==> src/rtl/baud_gen_frac.sv <==
// baud_gen_frac: fractional-N baud tick generator with oversample and bit ticks.
// Ports:
//   clk         sole clock, rising edge
//   rst_n       asynchronous active-low reset
//   en          run enable; while low the counters are parked and ticks suppressed
//   div_int     integer cycles per rx tick (0 behaves as 1)
//   div_frac    fractional cycles per rx tick, units of 2^-FRAC_WIDTH
//   div_load    single-cycle strobe staging div_int/div_frac
//   div_pending staged divisor not yet active
//   rxclk_en    one-cycle oversample tick
//   txclk_en    one-cycle bit tick, every OVERSAMPLE-th rxclk_en
module baud_gen_frac #(
   parameter int DIV_WIDTH    = 16,
   parameter int FRAC_WIDTH   = 4,
   parameter int OVERSAMPLE   = 16,
   parameter int DEFAULT_DIV  = 27,
   parameter int DEFAULT_FRAC = 2
) (
   input  logic                  clk,
   input  logic                  rst_n,
   input  logic                  en,
   input  logic [DIV_WIDTH-1:0]  div_int,
   input  logic [FRAC_WIDTH-1:0] div_frac,
   input  logic                  div_load,
   output logic                  div_pending,
   output logic                  rxclk_en,
   output logic                  txclk_en
);
   localparam int OSW = $clog2(OVERSAMPLE);
   localparam logic [OSW-1:0] OS_LAST = OSW'(OVERSAMPLE - 1);
   logic [DIV_WIDTH-1:0]  act_int, stg_int, cnt, nxt_int, reload;
   logic [FRAC_WIDTH-1:0] act_frac, stg_frac, frac_acc;
   logic [FRAC_WIDTH:0]   sum;
   logic [OSW-1:0]        os_cnt;
   logic                  tick, tx_tick, apply, int_zero, carry;
   always_comb begin
      tick     = en && cnt == '0;
      tx_tick  = tick && os_cnt == OS_LAST;
      // staged divisor only takes effect on a bit boundary or while parked
      apply    = div_pending && (!en || tx_tick);
      nxt_int  = apply ? stg_int : act_int;
      int_zero = nxt_int == '0;
      sum      = {1'b0, frac_acc} + {1'b0, act_frac};
      // a freshly applied divisor restarts the accumulator, so no carry then
      carry    = tick && sum[FRAC_WIDTH] && !apply && !int_zero;
      reload   = int_zero ? '0 : nxt_int - DIV_WIDTH'(1) + DIV_WIDTH'(carry);
   end
   always_ff @(posedge clk or negedge rst_n) begin
      if (!rst_n) begin
         act_int     <= DIV_WIDTH'(DEFAULT_DIV);
         stg_int     <= DIV_WIDTH'(DEFAULT_DIV);
         act_frac    <= FRAC_WIDTH'(DEFAULT_FRAC);
         stg_frac    <= FRAC_WIDTH'(DEFAULT_FRAC);
         cnt         <= DIV_WIDTH'(DEFAULT_DIV - 1);
         frac_acc    <= '0;
         os_cnt      <= '0;
         div_pending <= 1'b0;
         rxclk_en    <= 1'b0;
         txclk_en    <= 1'b0;
      end else begin
         if (div_load) begin
            stg_int  <= div_int;
            stg_frac <= div_frac;
         end
         if (apply) begin
            act_int  <= stg_int;
            act_frac <= stg_frac;
         end
         div_pending <= div_load || (div_pending && !apply);
         if (!en) begin
            cnt      <= reload;
            frac_acc <= '0;
            os_cnt   <= '0;
            rxclk_en <= 1'b0;
            txclk_en <= 1'b0;
         end else if (tick) begin
            cnt      <= reload;
            frac_acc <= (apply || int_zero) ? '0 : sum[FRAC_WIDTH-1:0];
            os_cnt   <= tx_tick ? '0 : os_cnt + OSW'(1);
            rxclk_en <= 1'b1;
            txclk_en <= tx_tick;
         end else begin
            cnt      <= cnt - DIV_WIDTH'(1);
            rxclk_en <= 1'b0;
            txclk_en <= 1'b0;
         end
      end
   end
endmodule

==> config.mk <==
export PLATFORM = sky130hd
export DESIGN_NAME = baud_gen_frac
export DESIGN_NICKNAME = d
export VERILOG_FILES = /design/src/rtl/baud_gen_frac.sv
export SDC_FILE = /design/constraint.sdc
export NUM_CORES = 1
export LEC_CHECK = 0
export CAP_MARGIN = 0
export CORE_MARGIN = 2
export CORE_UTILIZATION = 55
export DETAILED_ROUTE_END_ITERATION = 7
export GPL_ROUTABILITY_DRIVEN = 0
export PLACE_DENSITY = 0.75
export SYNTH_ARGS = -nofsm -noshare
export SYNTH_HDL_FRONTEND = slang
export SYNTH_SLANG_ARGS = --single-unit
==> constraint.sdc <==
create_clock -name clk -period 4.4 [get_ports clk]
set_clock_uncertainty 0.05 [all_clocks]
set_input_delay 1.32 -clock clk [delete_from_list [all_inputs] [get_ports clk]]
set_output_delay 1.32 -clock clk [all_outputs]
set_load 0.05 [all_outputs]
==> metrics.csv, run 1 <==
metric;value;unit
outcome;complete, no violations;
R2R Path Start;cnt[0];
count of cell types in the netlist;66;
Synth area leaders;dfrtp_1 35%, dfstp_2 8.9%, nand2_1 7.1%;
Mapped Area;3860;um^2
Rows;30;
Worst Setup End Kind;flop;
antenna violations before repair;0;
Final WS setup;0.546;ns
slew margin rel.;20.1;%
syn_nets;417;
final hold viol count;0;
length of routed wiring on met1;3.89;mm
Final Cycle Share;87.6;%
Core Region;6790;um^2
Die Span X;87.8;um
post-place setup slack;0.223;ns
share of cells above drive strength 1;18.9;%
wire length on met3;254;um
Pwr Total;1790;uW
number of synthesized flops with an enable pin;0;
DRC;0;
WHS Path Cells;2;
Max clock buf depth;2;
synth warn;0;
Die H;87.8;um
I/O pin count;27;
CTS resizes;0;
root buffer cell;clkbuf_8;
Final Max Tran Viols;0;
largest net degree at the start of global routing;31;
NumNets Final;446;
Crit Path Class;primary input to flop;
setup violators final;0;
CP Launch Type;primary input;
post-CTS setup buffer count;0;
die area;7700;um^2
part of the Yosys area used for sequential elements;43.9;%
final wirelength;7.99;mm
Pwr per Cell Area;406;nW/um^2
CP max FO;6;
hold path start;stg_frac[1];
Critical Path RT;4.59;ns
top cell type's share of synthesized area;35.0;%
Final min period;3.85;ns
vias per std cell;5.69;
RSZ-0062 raised after global routing;false;
Least-Margin Pin Slew;1.20;ns
DR WL met2;3.65;mm
vias;2919;
hpwl dp;6.02;mm
FF-to-FF path depth;13;
TritonRoute pass-1 iters;4;
Clock Pin Slew Worst Setup and Hold Paths;0.08;ns
H-tree depth;3;
setup_tns;0;ns
FMAX;259;MHz
FF+latch count, synth;67;
ys flop type;dfrtp_1;
Mean Syn Cell Area;10.1;um^2
total track usage;23.1;%
Peak supply drop;0.000286;V
n_diodes;0;
gr ovfl total;0;
vias in the first global route;2756;
Num CTS Buffers;9;
Critical Path Start;en;
Area growth syn-to-layout;14.0;%
number of port buffers;26;
first-pass GRT wire length;13.6;mm
Worst Path Arrival;4.05;ns
most common cell after layout, fill and taps aside;nand2_1;
Min-Delay Path Class;flop to flop;
DR top layer;met4;
DR iter-0 viols;240;
wire per inst;15.6;um
fraction of registers with async set/reset;100;%
Final ANT Viol Nets;0;
worst-skew pair later-pin latency;0.35;ns
leak pwr;0.00182;uW
clock sink count;67;
Yosys top cell by area;dfrtp_1;
starting density of the core;56.8;%
CTS Hold Buffers Added;0;
commonest cells after routing, fill and taps aside;73 x nand2_1, 54 x dfrtp_1, 26 x nor2_1;
CTS tree;yes;
Mapped Cells;383;
total of max-cap violations;0;
-- stage by stage --
step                      instance area (um^2)  hold WS [ns]  instances  util (%)
after floorplan                           3860         0.388        383         -
final                                     4400         0.419        513      64.7
after global routing                      4400         0.443        513      64.7
after CTS                                 4400         0.420        513      64.7
after global placement                    4170         0.396        497      61.4
after detailed placement                  4170         0.404        497      61.4
-- power breakdown --
| part | internal (uW) | switching, uW |
|---|---|---|
| sequential | 722 | 127 |
| clock | 322 | 236 |
| combinational | 184 | 195 |
| total | 1230 | 558 |
-- registers in the layout, indices dropped and copies added, names as in the netlist --
register     flops
act_int         16
div_pending      1
stg_frac         4
txclk_en         1
rxclk_en         1
act_frac         4
os_cnt           4
stg_int         16
frac_acc         4
cnt             16
-- cells by family after synthesis --
logic type / synth area share (%)
xor+xnor: 8.85
flops: 43.9
compound gates: 8.98
mux: 6.94
buf+inv: 3.31
fa+ha+maj: 3.44
simple gates: 24.6
-- final cells by class --
class | instances | area [um^2]
timing repair buffer | 32 | 300
clock buffer | 9 | 124
sequential | 67 | 1690
tap | 96 | 120
inverter | 5 | 18.8
clock inverter | 7 | 100
multi-input combinational | 297 | 2040
fill | 567 | 2400
-- routing by layer --
metal  global-route usage, %  vias up
met1                    34.0     1404
met4                    9.65        0
met5                       0        -
met3                    3.39       17
met2                    34.4       66
li1                        -     1432
-- final timing paths --
path / endpoint / slack, ns
min in group asynchronous: stg_frac[2] / 0.84
max in group asynchronous: cnt[1] / 2.70
hold / removal: act_frac[1] / 0.42
setup reg to reg: cnt[4] / 0.85
setup / recovery: cnt[4] / 0.55
hold reg to reg: act_frac[1] / 0.42
-- worst max-delay path, cell delays in order --
cell and delay, ns:
clkdlybuf4s50_1 0.49, or2b_2 0.38, o21a_4 0.15, mux2i_1 0.21
ha_1 0.23, ha_1 0.25, nor2b_1 0.33, nor2b_1 0.20
xor2_1 0.15, nor2_1 0.06, o32ai_1 0.27
-- cells in the mapped netlist (6+ instances only) --
cell     count
nand3_1     17
xor2_1      18
o32ai_1      6
nand2_1     73
ha_1         9
dfstp_2     13
nor2_1      26
mux2_2      20
dfrtp_1     54
xnor2_1     21
nor3_1      14
nor4_1       9
Power figures use the tool's default switching activity.
==> inputs of run 2 (changes only) <==
- CORE_ASPECT_RATIO: not set -> 1.1
- CORE_MARGIN: 2 -> not set
==> run 2 against run 1 <==
Combinational power hardly changed. Sequential cell count stayed put. Count of clock-buffer cells in the layout increased by 3. Largest cell class unchanged.
==> metrics.csv, run 2 (same netlist as run 1, synthesis figures left out) <==
metric;value;unit;change
vias in the first global route;2955;;+7.2%
worst-skew pair later-pin latency;0.35;ns;about the same
Peak supply drop;0.000269;V;-5.7%
largest net degree at the start of global routing;41;;+32%
DR iter-0 viols;121;;-50%
setup_tns;0;ns;unchanged
root buffer cell;clkbuf_8;;
vias;2920;;+0.034%
Die H;89.9;um;+2.4%
most common cell after layout, fill and taps aside;nand2_1;;
Critical Path RT;4.60;ns;about the same
Worst Setup End Kind;flop;;
I/O pin count;27;;unchanged
Crit Path Class;primary input to flop;;
Worst Path Arrival;4.06;ns;about the same
setup violators final;0;;unchanged
n_diodes;0;;unchanged
number of port buffers;26;;unchanged
final wirelength;8.20;mm;+2.7%
antenna violations before repair;0;;unchanged
Pwr per Cell Area;397;nW/um^2;-2.1%
Die Span X;81.9;um;-6.7%
H-tree depth;3;;unchanged
Least-Margin Pin Slew;0.904;ns;-0.295 ns
Finished Cell Area;4350;um^2;-1.1%
clock sink count;67;;unchanged
CTS Hold Buffers Added;0;;unchanged
CTS tree;yes;;
CTS resizes;0;;unchanged
vias per std cell;5.85;;+2.8%
CP peak stage delay;0.49;ns;about the same
Final ANT Viol Nets;0;;unchanged
# fillers;559;;-1.4%
die area;7360;um^2;-4.5%
post-place setup slack;0.207;ns;-0.0162 ns
hold path start;stg_frac[1];;
Final Cycle Share;87.7;%;about the same
Min-Delay Path Class;flop to flop;;
commonest cells after routing, fill and taps aside;73 x nand2_1, 54 x dfrtp_1, 26 x nor2_1;;
R2R Path Start;cnt[0];;
NumNets Final;446;;unchanged
Largest regs;act_int: 16 flops, cnt: 16 flops, stg_int: 16 flops;;
post-CTS setup buffer count;0;;unchanged
Final min period;3.86;ns;+0.00249 ns
Final WS setup;0.543;ns;-0.00249 ns
wire per inst;16.4;um;+5.5%
FMAX;259;MHz;about the same
first-pass GRT wire length;14.1;mm;+3.3%
hpwl dp;6.13;mm;+1.7%
Num CTS Buffers;9;;unchanged
RSZ-0062 raised after global routing;false;;
Rows;31;;+3.3%
Area growth syn-to-layout;12.8;%;
Reg2Reg Setup Slack;0.78;ns;-0.07 ns
slew margin rel.;39.5;%;+19 points
final hold viol count;0;;unchanged
Clock Pin Slew Worst Setup and Hold Paths;0.07;ns;about the same
buffers and inverters on the worst path;1;;unchanged
Placed Area;4160;um^2;-0.42%
Critical Path Start;en;;
crit path cell chain;clkdlybuf4s50_1, or2b_2, o21a_4, mux2i_1, ha_1, ha_1, nor2b_1, nor2b_1, xor2_1, nor2_1, o32ai_1;;
gr ovfl total;0;;unchanged
starting density of the core;57.8;%;+1.0 points
Max clock buf depth;2;;unchanged
Final Max Tran Viols;0;;unchanged
critical path's slowest cell;clkdlybuf4s50_1;;
total of max-cap violations;0;;unchanged
CP max FO;6;;unchanged
leak pwr;0.00180;uW;-1.1%
DRC;0;;unchanged
outcome;complete, no violations;;
TritonRoute pass-1 iters;4;;unchanged
crit-path leading delay family;simple AND/OR/NAND/NOR gates;;
Core Region;6670;um^2;-1.8%
total track usage;25.2;%;+2.1 points
share of cells above drive strength 1;18.5;%;-0.48 points
CP Launch Type;primary input;;
## run 2: cell types whose count changed in the layout (fill, tap and decap cells not counted)
cell,delta
bufinv_16,-1
clkbuf_1,+2
clkbuf_8,+1
clkinv_4,-3
clkinvlp_4,+2
inv_6,-1
## run 2: path summary, 6_finish.rpt
kind	endpoint	depth (start not counted)
hold / removal	act_frac[1]	2
setup / recovery	cnt[4]	11
max in group asynchronous	cnt[4]	2
setup reg to reg	cnt[4]	13
hold reg to reg	act_frac[1]	2
min in group asynchronous	stg_frac[0]	2
## run 2: metrics by stage
stage | hold slack (ns) | std cells | total power (uW) | utilization (%)
floorplan | 0.388 | 383 | 1110 | -
global placement | 0.397 | 483 | 1210 | 62.3
detailed placement | 0.409 | 483 | 1230 | 62.3
CTS | 0.419 | 499 | 1740 | 65.2
global route | 0.449 | 499 | 1820 | 65.2
finish | 0.414 | 499 | 1730 | 65.2
## run 2: worst reg2reg max path: stages (launching register included)
cell	delay, ns
dfrtp_1	0.41
inv_1	0.09
ha_1	0.15
nor4b_2	0.36
nand4_2	0.40
o21a_4	0.36
mux2i_1	0.20
ha_1	0.24
ha_1	0.25
nor2b_1	0.35
nor2b_1	0.21
xor2_1	0.16
nor2_1	0.05
o32ai_1	0.24
## run 2: per-layer routing
metal,track usage (%),routed length (um),vias up
li1,-,-,1424
met5,0,0,-
met3,6.29,341,23
met4,9.36,270,0
met1,34.4,3700,1389
met2,38.3,3900,84
## run 2: power by group
group / internal, uW / switching (uW)
Clock: 276 / 226
Sequential: 722 / 125
Combinational: 183 / 198
## run 2: final cells by class
type / instances / area [um^2] / share of cell area [%]
sequential: 67 / 1690 / 38.9
multi-input combinational: 297 / 2040 / 46.9
clock inverter: 4 / 50.0 / 1.15
clock buffer: 12 / 145 / 3.34
timing repair buffer: 32 / 300 / 6.90
tap: 82 / 103 / 2.36
inverter: 5 / 18.8 / 0.431
